$ cat src/rtl/div_unit_pkg.sv
// Shared types and constants for the EX-stage iterative divider.
// State encodings, sizing constants and the two's-complement helper live here.
package div_unit_pkg;

  localparam int DIV_WIDTH    = 32;
  localparam int DIV_CNT_BITS = 6;
  localparam int DIV_CYCLES   = DIV_WIDTH + 1;

  typedef enum logic [1:0] {
    DIV_IDLE = 2'd0,
    DIV_RUN  = 2'd1,
    DIV_ZERO = 2'd2,
    DIV_DONE = 2'd3
  } div_state_e;

  // Two's-complement negate when neg is set; 0x8000_0000 maps onto itself.
  function automatic logic [DIV_WIDTH-1:0] cond_neg(input logic [DIV_WIDTH-1:0] v,
                                                     input logic                 neg);
    logic [DIV_WIDTH-1:0] res;
    if (neg) begin
      res = ~v + {{(DIV_WIDTH-1){1'b0}}, 1'b1};
    end else begin
      res = v;
    end
    return res;
  endfunction

endpackage

$ cat src/rtl/div_unit.sv
// Radix-2 restoring divider for DIV/DIVU: one quotient bit per cycle, sign fix-up
// on completion, stall to the hazard unit while busy, annul aborts silently.
module div_unit
  import div_unit_pkg::*;
#(
  parameter int WIDTH    = DIV_WIDTH,
  parameter int CNT_BITS = DIV_CNT_BITS
) (
  input  logic             clk,
  input  logic             rst,
  input  logic             start,
  input  logic             signed_div,
  input  logic             annul,
  input  logic [WIDTH-1:0] num1,
  input  logic [WIDTH-1:0] num2,
  output logic             stall,
  output logic             valid,
  output logic [WIDTH-1:0] quotient,
  output logic [WIDTH-1:0] remainder
);

  div_state_e          state_r, state_s;
  logic [CNT_BITS-1:0] cnt_r;
  logic [WIDTH-1:0]    dvd_r, dsr_r, rem_r, quo_r;
  logic                neg_q_r, neg_r_r;
  logic [WIDTH:0]      partial_s, diff_s;
  logic [WIDTH-1:0]    rem_nxt_s, quo_nxt_s;
  logic                ge_s, last_s, divz_s;

  assign divz_s = (num2 == {WIDTH{1'b0}});
  assign last_s = (cnt_r == CNT_BITS'(WIDTH - 1));

  // State register.
  always_ff @(posedge clk or posedge rst) begin
    if (rst) begin
      state_r <= DIV_IDLE;
    end else begin
      state_r <= state_s;
    end
  end

  // Next-state logic; annul overrides every transition.
  always_comb begin
    state_s = state_r;
    if (annul) begin
      state_s = DIV_IDLE;
    end else begin
      case (state_r)
        DIV_IDLE: begin
          if (start) begin
            state_s = divz_s ? DIV_ZERO : DIV_RUN;
          end else begin
            state_s = DIV_IDLE;
          end
        end
        DIV_RUN: begin
          if (last_s) begin
            state_s = DIV_DONE;
          end else begin
            state_s = DIV_RUN;
          end
        end
        DIV_ZERO: state_s = DIV_DONE;
        DIV_DONE: state_s = DIV_IDLE;
        default:  state_s = DIV_IDLE;
      endcase
    end
  end

  // One restoring step; partial keeps a guard bit so divisors above 2^31 stay exact.
  always_comb begin
    partial_s = {rem_r, dvd_r[WIDTH-1]};
    diff_s    = partial_s - {1'b0, dsr_r};
    ge_s      = ~diff_s[WIDTH];
    if (ge_s) begin
      rem_nxt_s = diff_s[WIDTH-1:0];
    end else begin
      rem_nxt_s = partial_s[WIDTH-1:0];
    end
    quo_nxt_s = {quo_r[WIDTH-2:0], ge_s};
  end

  // Datapath: operand capture, shift/subtract, result fix-up on DONE entry.
  always_ff @(posedge clk or posedge rst) begin
    if (rst) begin
      cnt_r     <= {CNT_BITS{1'b0}};
      dvd_r     <= {WIDTH{1'b0}};
      dsr_r     <= {WIDTH{1'b0}};
      rem_r     <= {WIDTH{1'b0}};
      quo_r     <= {WIDTH{1'b0}};
      neg_q_r   <= 1'b0;
      neg_r_r   <= 1'b0;
      quotient  <= {WIDTH{1'b0}};
      remainder <= {WIDTH{1'b0}};
    end else begin
      case (state_r)
        DIV_IDLE: begin
          if (start && !annul) begin
            cnt_r   <= {CNT_BITS{1'b0}};
            rem_r   <= {WIDTH{1'b0}};
            quo_r   <= {WIDTH{1'b0}};
            neg_q_r <= signed_div & (num1[WIDTH-1] ^ num2[WIDTH-1]);
            neg_r_r <= signed_div & num1[WIDTH-1];
            // Divide-by-zero hands the raw dividend back as the remainder.
            dvd_r   <= divz_s ? num1 : cond_neg(num1, signed_div & num1[WIDTH-1]);
            dsr_r   <= cond_neg(num2, signed_div & num2[WIDTH-1]);
          end
        end
        DIV_RUN: begin
          if (!annul) begin
            cnt_r <= cnt_r + CNT_BITS'(1);
            dvd_r <= {dvd_r[WIDTH-2:0], 1'b0};
            rem_r <= rem_nxt_s;
            quo_r <= quo_nxt_s;
            if (last_s) begin
              quotient  <= cond_neg(quo_nxt_s, neg_q_r);
              remainder <= cond_neg(rem_nxt_s, neg_r_r);
            end
          end
        end
        DIV_ZERO: begin
          if (!annul) begin
            quotient  <= {WIDTH{1'b1}};
            remainder <= dvd_r;
          end
        end
        DIV_DONE: begin
          cnt_r <= {CNT_BITS{1'b0}};
        end
        default: begin
          cnt_r <= {CNT_BITS{1'b0}};
        end
      endcase
    end
  end

  // Handshake to the hazard unit and the HI/LO write path.
  always_comb begin
    stall = 1'b0;
    valid = 1'b0;
    if (annul) begin
      stall = 1'b0;
      valid = 1'b0;
    end else begin
      stall = (start && state_r == DIV_IDLE) || state_r == DIV_RUN || state_r == DIV_ZERO;
      valid = (state_r == DIV_DONE);
    end
  end

endmodule

$ cat config.mk
export PLATFORM = sky130hd
export DESIGN_NAME = div_unit
export DESIGN_NICKNAME = d
export VERILOG_FILES = /design/src/rtl/div_unit_pkg.sv /design/src/rtl/div_unit.sv
export SDC_FILE = /design/constraint.sdc
export NUM_CORES = 1
export LEC_CHECK = 0
export CORE_UTILIZATION = 55
export DETAILED_ROUTE_END_ITERATION = 6
export DONT_BUFFER_PORTS = 1
export PLACE_DENSITY = 0.7
export SYNTH_ARGS = -nofsm -noshare
export SYNTH_HDL_FRONTEND = slang
export SYNTH_SLANG_ARGS = --single-unit
$ cat constraint.sdc
create_clock -name clk -period 11.6 [get_ports clk]
set_input_delay 2.9 -clock clk [delete_from_list [all_inputs] [get_ports clk]]
set_output_delay 2.9 -clock clk [all_outputs]
set_load 0.01 [all_outputs]
==> impl_metrics.py <==
metrics = {
    "power": {
        "sequentialPowerShare": 0.383,
        "power_switching_uw": 709,
        "p_sw_frac": 0.330,
        "pwr-share-comb": 0.258,
        "clkPwrFrac": 0.360,
        "finalPower_mw": 2.15,
        "leakage_nw": 6.27,
        "p_int_mw": 1.44,
        "ir_drop_uv": 111,
        "p_per_area_nw_per_um2": 149,
    },
    "cts": {
        "cts-root-buf": "clkbuf_16",
        "clk_latency_ns": 0.52,
        "cts_setup_buffers": 0,
        "ctsResizeCount": 0,
        "cts_made_buffers": 24,
        "clock_path_buffers": 3,
        "cts.sinks": 201,
        "hold_buffers": 0,
        "cts.clk_slew.worst_paths_ns": 0.06,
        "cts_max_level": 1,
        "cts_tree": "done",
    },
    "detailed_routing": {
        "avgViaCountPerCell": 6.15,
        "wire_per_inst_um": 18.5,
        "routed_wl_mm": 35.4,
        "drc_errors": 0,
        "vias": 11762,
        "drtAntennaViolNets": 0,
        "first_pass_iters": 6,
        "drt_iter0_markers": 882,
    },
    "layout": {
        "n_antenna_cell": 0,
        "fin_cells": 1912,
        "drive_above_1_share": 0.0508,
        "area_growth_pct": 7.16,
        "nets": 1688,
        "final_core_util": 0.609,
        "layout_common_cells": "nand2_1 (211), dfrtp_1 (201), o21ai_0 (184)",
        "final_common_cell": "nand2_1",
        "finalInstanceArea_um2": 14500,
    },
    "place": {
        "place_inst": 1870,
        "dpl_worst_slack_ns": 4.38,
        "dp_hpwl_mm": 25.7,
        "placedInstanceArea_um2": 13600,
        "gp_congestion": 0.949,
        "portBuffers": 0,
    },
    "setup_path": {
        "arrival_ns": 4.30,
        "path_cells": "nor2b_1 -> nand2_2 -> o21ai_0",
        "rr_startpoint": "dvd_r[31]",
        "critical-path-slowest-cell": "nand2_2",
        "cp-startpoint": "start",
        "cp_max_fo": 70,
        "crit_path_end_kind": "output pin",
        "critPathMaxStageDelay_ns": 0.66,
        "rrSetupSlack_ns": 5.55,
        "cp-start-kind": "input port",
        "cp.required_ns": 8.70,
        "timing.rr.end": "remainder[26]",
        "critPathCapture": "stall",
        "path_class": "input port to output pin",
        "r2r_cells": 21,
    },
    "yosys": {
        "syn_nets": 1743,
        "syn_avg_cell_area_um2": 8.27,
        "yosys.area_share.adder": 0.0395,
        "synth-compound-area-share": 0.244,
        "synth-simple-area-share": 0.182,
        "syn_area_um2": 13500,
        "yosys-mux-area-fraction": 0.0304,
        "synth_ff_type": "dfrtp_1",
        "synth_edf_count": 0,
        "ys_seq_area_frac": 0.373,
        "synth_xor_area_frac": 0.0895,
        "ys_async_sr_fraction": 1.00,
        "synth_top_family_by_area": "compound AO/OA/AOI/OAI gates",
        "ys_seq_elements": 201,
        "synthDistinctLibCells": 76,
        "synth_warnings": 0,
        "syn_inst": 1632,
    },
    "global_route": {
        "grt_pass1_vias": 10868,
        "gr-total-overflow": 0,
        "antenna_found_initial": 0,
        "grt_first_pass_wirelength_mm": 55.8,
        "grt_max_degree": 147,
        "grt_util_all_layers": 0.282,
    },
    "die": {
        "initial_core_util": 0.568,
        "die_width_um": 159,
        "io_pins": 135,
        "core-area_um2": 23800,
        "num_rows": 56,
        "dieArea_um2": 25200,
        "dieHeight_um": 159,
    },
    "timing": {
        "period_needed_ns": 7.20,
        "fmax_ghz": 0.139,
        "finClkSkew_ns": 0.0117,
        "final.setup.worst_slack_ns": 4.40,
        "finalSetupViolations": 0,
        "max-slew-margin-rel": 0.210,
        "drv_slew": 0,
        "setup-tns-final_ns": 0,
        "grt_setup_unrepaired": "no",
        "hold_viol": 0,
        "finalCritPeriodShare": 0.621,
        "worst_pin_slew_ns": 1.19,
        "hold_ws_ns": 0.477,
    },
    "flow_run": {
        "drv_cap": 0,
    },
    "outcome": {
        "status": "completed",
    },
    "hold_path": {
        "holdCritPathClass": "flop to flop",
    },
}
[critical path, delay by kind of cell]
| family | cells | cell delay, ns |
|---|---|---|
| compound gates | 1 | 0.44 |
| simple gates | 2 | 0.96 |
[flip-flops by register name, indices dropped and copies added, names as in the netlist]
name / cells
state_r: 2
dvd_r: 32
neg_r_r: 1
cnt_r: 6
remainder: 32
dsr_r: 32
neg_q_r: 1
rem_r: 32
quo_r: 31
quotient: 32
[cell usage after synthesis, types with 5 or more instances]
master / count / share of area
a211oi_1: 8 / 0.0044
clkbuf_1: 66 / 0.018
mux2i_1: 41 / 0.030
ha_1: 41 / 0.038
or2_2: 6 / 0.0028
o211ai_1: 11 / 0.0061
dfrtp_1: 201 / 0.37
or3_1: 19 / 0.0088
nor3b_1: 5 / 0.0028
a21oi_1: 146 / 0.054
nor3_1: 36 / 0.013
and3_1: 9 / 0.0042
nand3b_1: 6 / 0.0033
a21o_1: 11 / 0.0061
o41ai_1: 12 / 0.0078
a22o_1: 34 / 0.022
inv_1: 50 / 0.014
nor4_1: 17 / 0.0079
nand3_1: 27 / 0.010
and2_1: 7 / 0.0032
o21ai_0: 184 / 0.068
buf_1: 9 / 0.0025
nand2_1: 212 / 0.059
nand4_1: 10 / 0.0046
xor2_1: 84 / 0.055
nor2_1: 153 / 0.043
buf_2: 16 / 0.0059
nand2b_1: 8 / 0.0037
a31oi_1: 13 / 0.0060
xnor2_1: 54 / 0.035
or4_1: 11 / 0.0061
o31ai_1: 29 / 0.016
o21a_1: 13 / 0.0072
[metal layers]
layer,part of all wire,GRT usage
met1,0.43,0.370
met2,0.48,0.475
met3,0.052,0.0362
met4,0.037,0.103
met5,0,0
[power by group through the flow]
| stage | sequential [mW] | clock [mW] | combinational [mW] |
|---|---|---|---|
| finish | 0.822 | 0.773 | 0.554 |
| global route | 0.831 | 0.811 | 0.616 |
| CTS | 0.822 | 0.784 | 0.549 |
| detailed placement | 0.834 | 0 | 0.546 |
| global placement | 0.831 | 0 | 0.536 |
| floorplan | 0.812 | 0 | 0.432 |
[worst min-delay path by stage]
stage               from         to  slack (ns)  depth (start not counted)
3_3_place_gp   dsr_r[25]  dsr_r[25]        0.46                          2
3_5_place_dp    dsr_r[2]   dsr_r[2]        0.47                          2
5_1_grt        dsr_r[22]  dsr_r[22]        0.51                          2
4_1_cts         dsr_r[2]   dsr_r[2]        0.48                          2
6_report       dsr_r[30]  dsr_r[30]        0.48                          2
2_1_floorplan  dsr_r[10]  dsr_r[10]        0.45                          2
[cell families (layout without fill, tap and decap cells)]
logic type | count (synthesis) | after routing
DFF | 201 | 201
buffers and inverters | 145 | 106
xor gates and xnor gates | 138 | 138
AOI/OAI and AO/OA | 523 | 523
muxes | 41 | 41
adders and majority gates | 42 | 42
and+or+nand+nor | 542 | 542
[layout make-up]
class                   count  area, µm²
clock buffers              36        737
clock inverters             6       83.8
fillers                  2087       9290
inverters                  53        206
multi-input cells        1286       7930
flip-flops and latches    201       5030
well taps                 319        399
repair buffers             11       82.6
No activity file was read; power rests on OpenSTA's default activity.
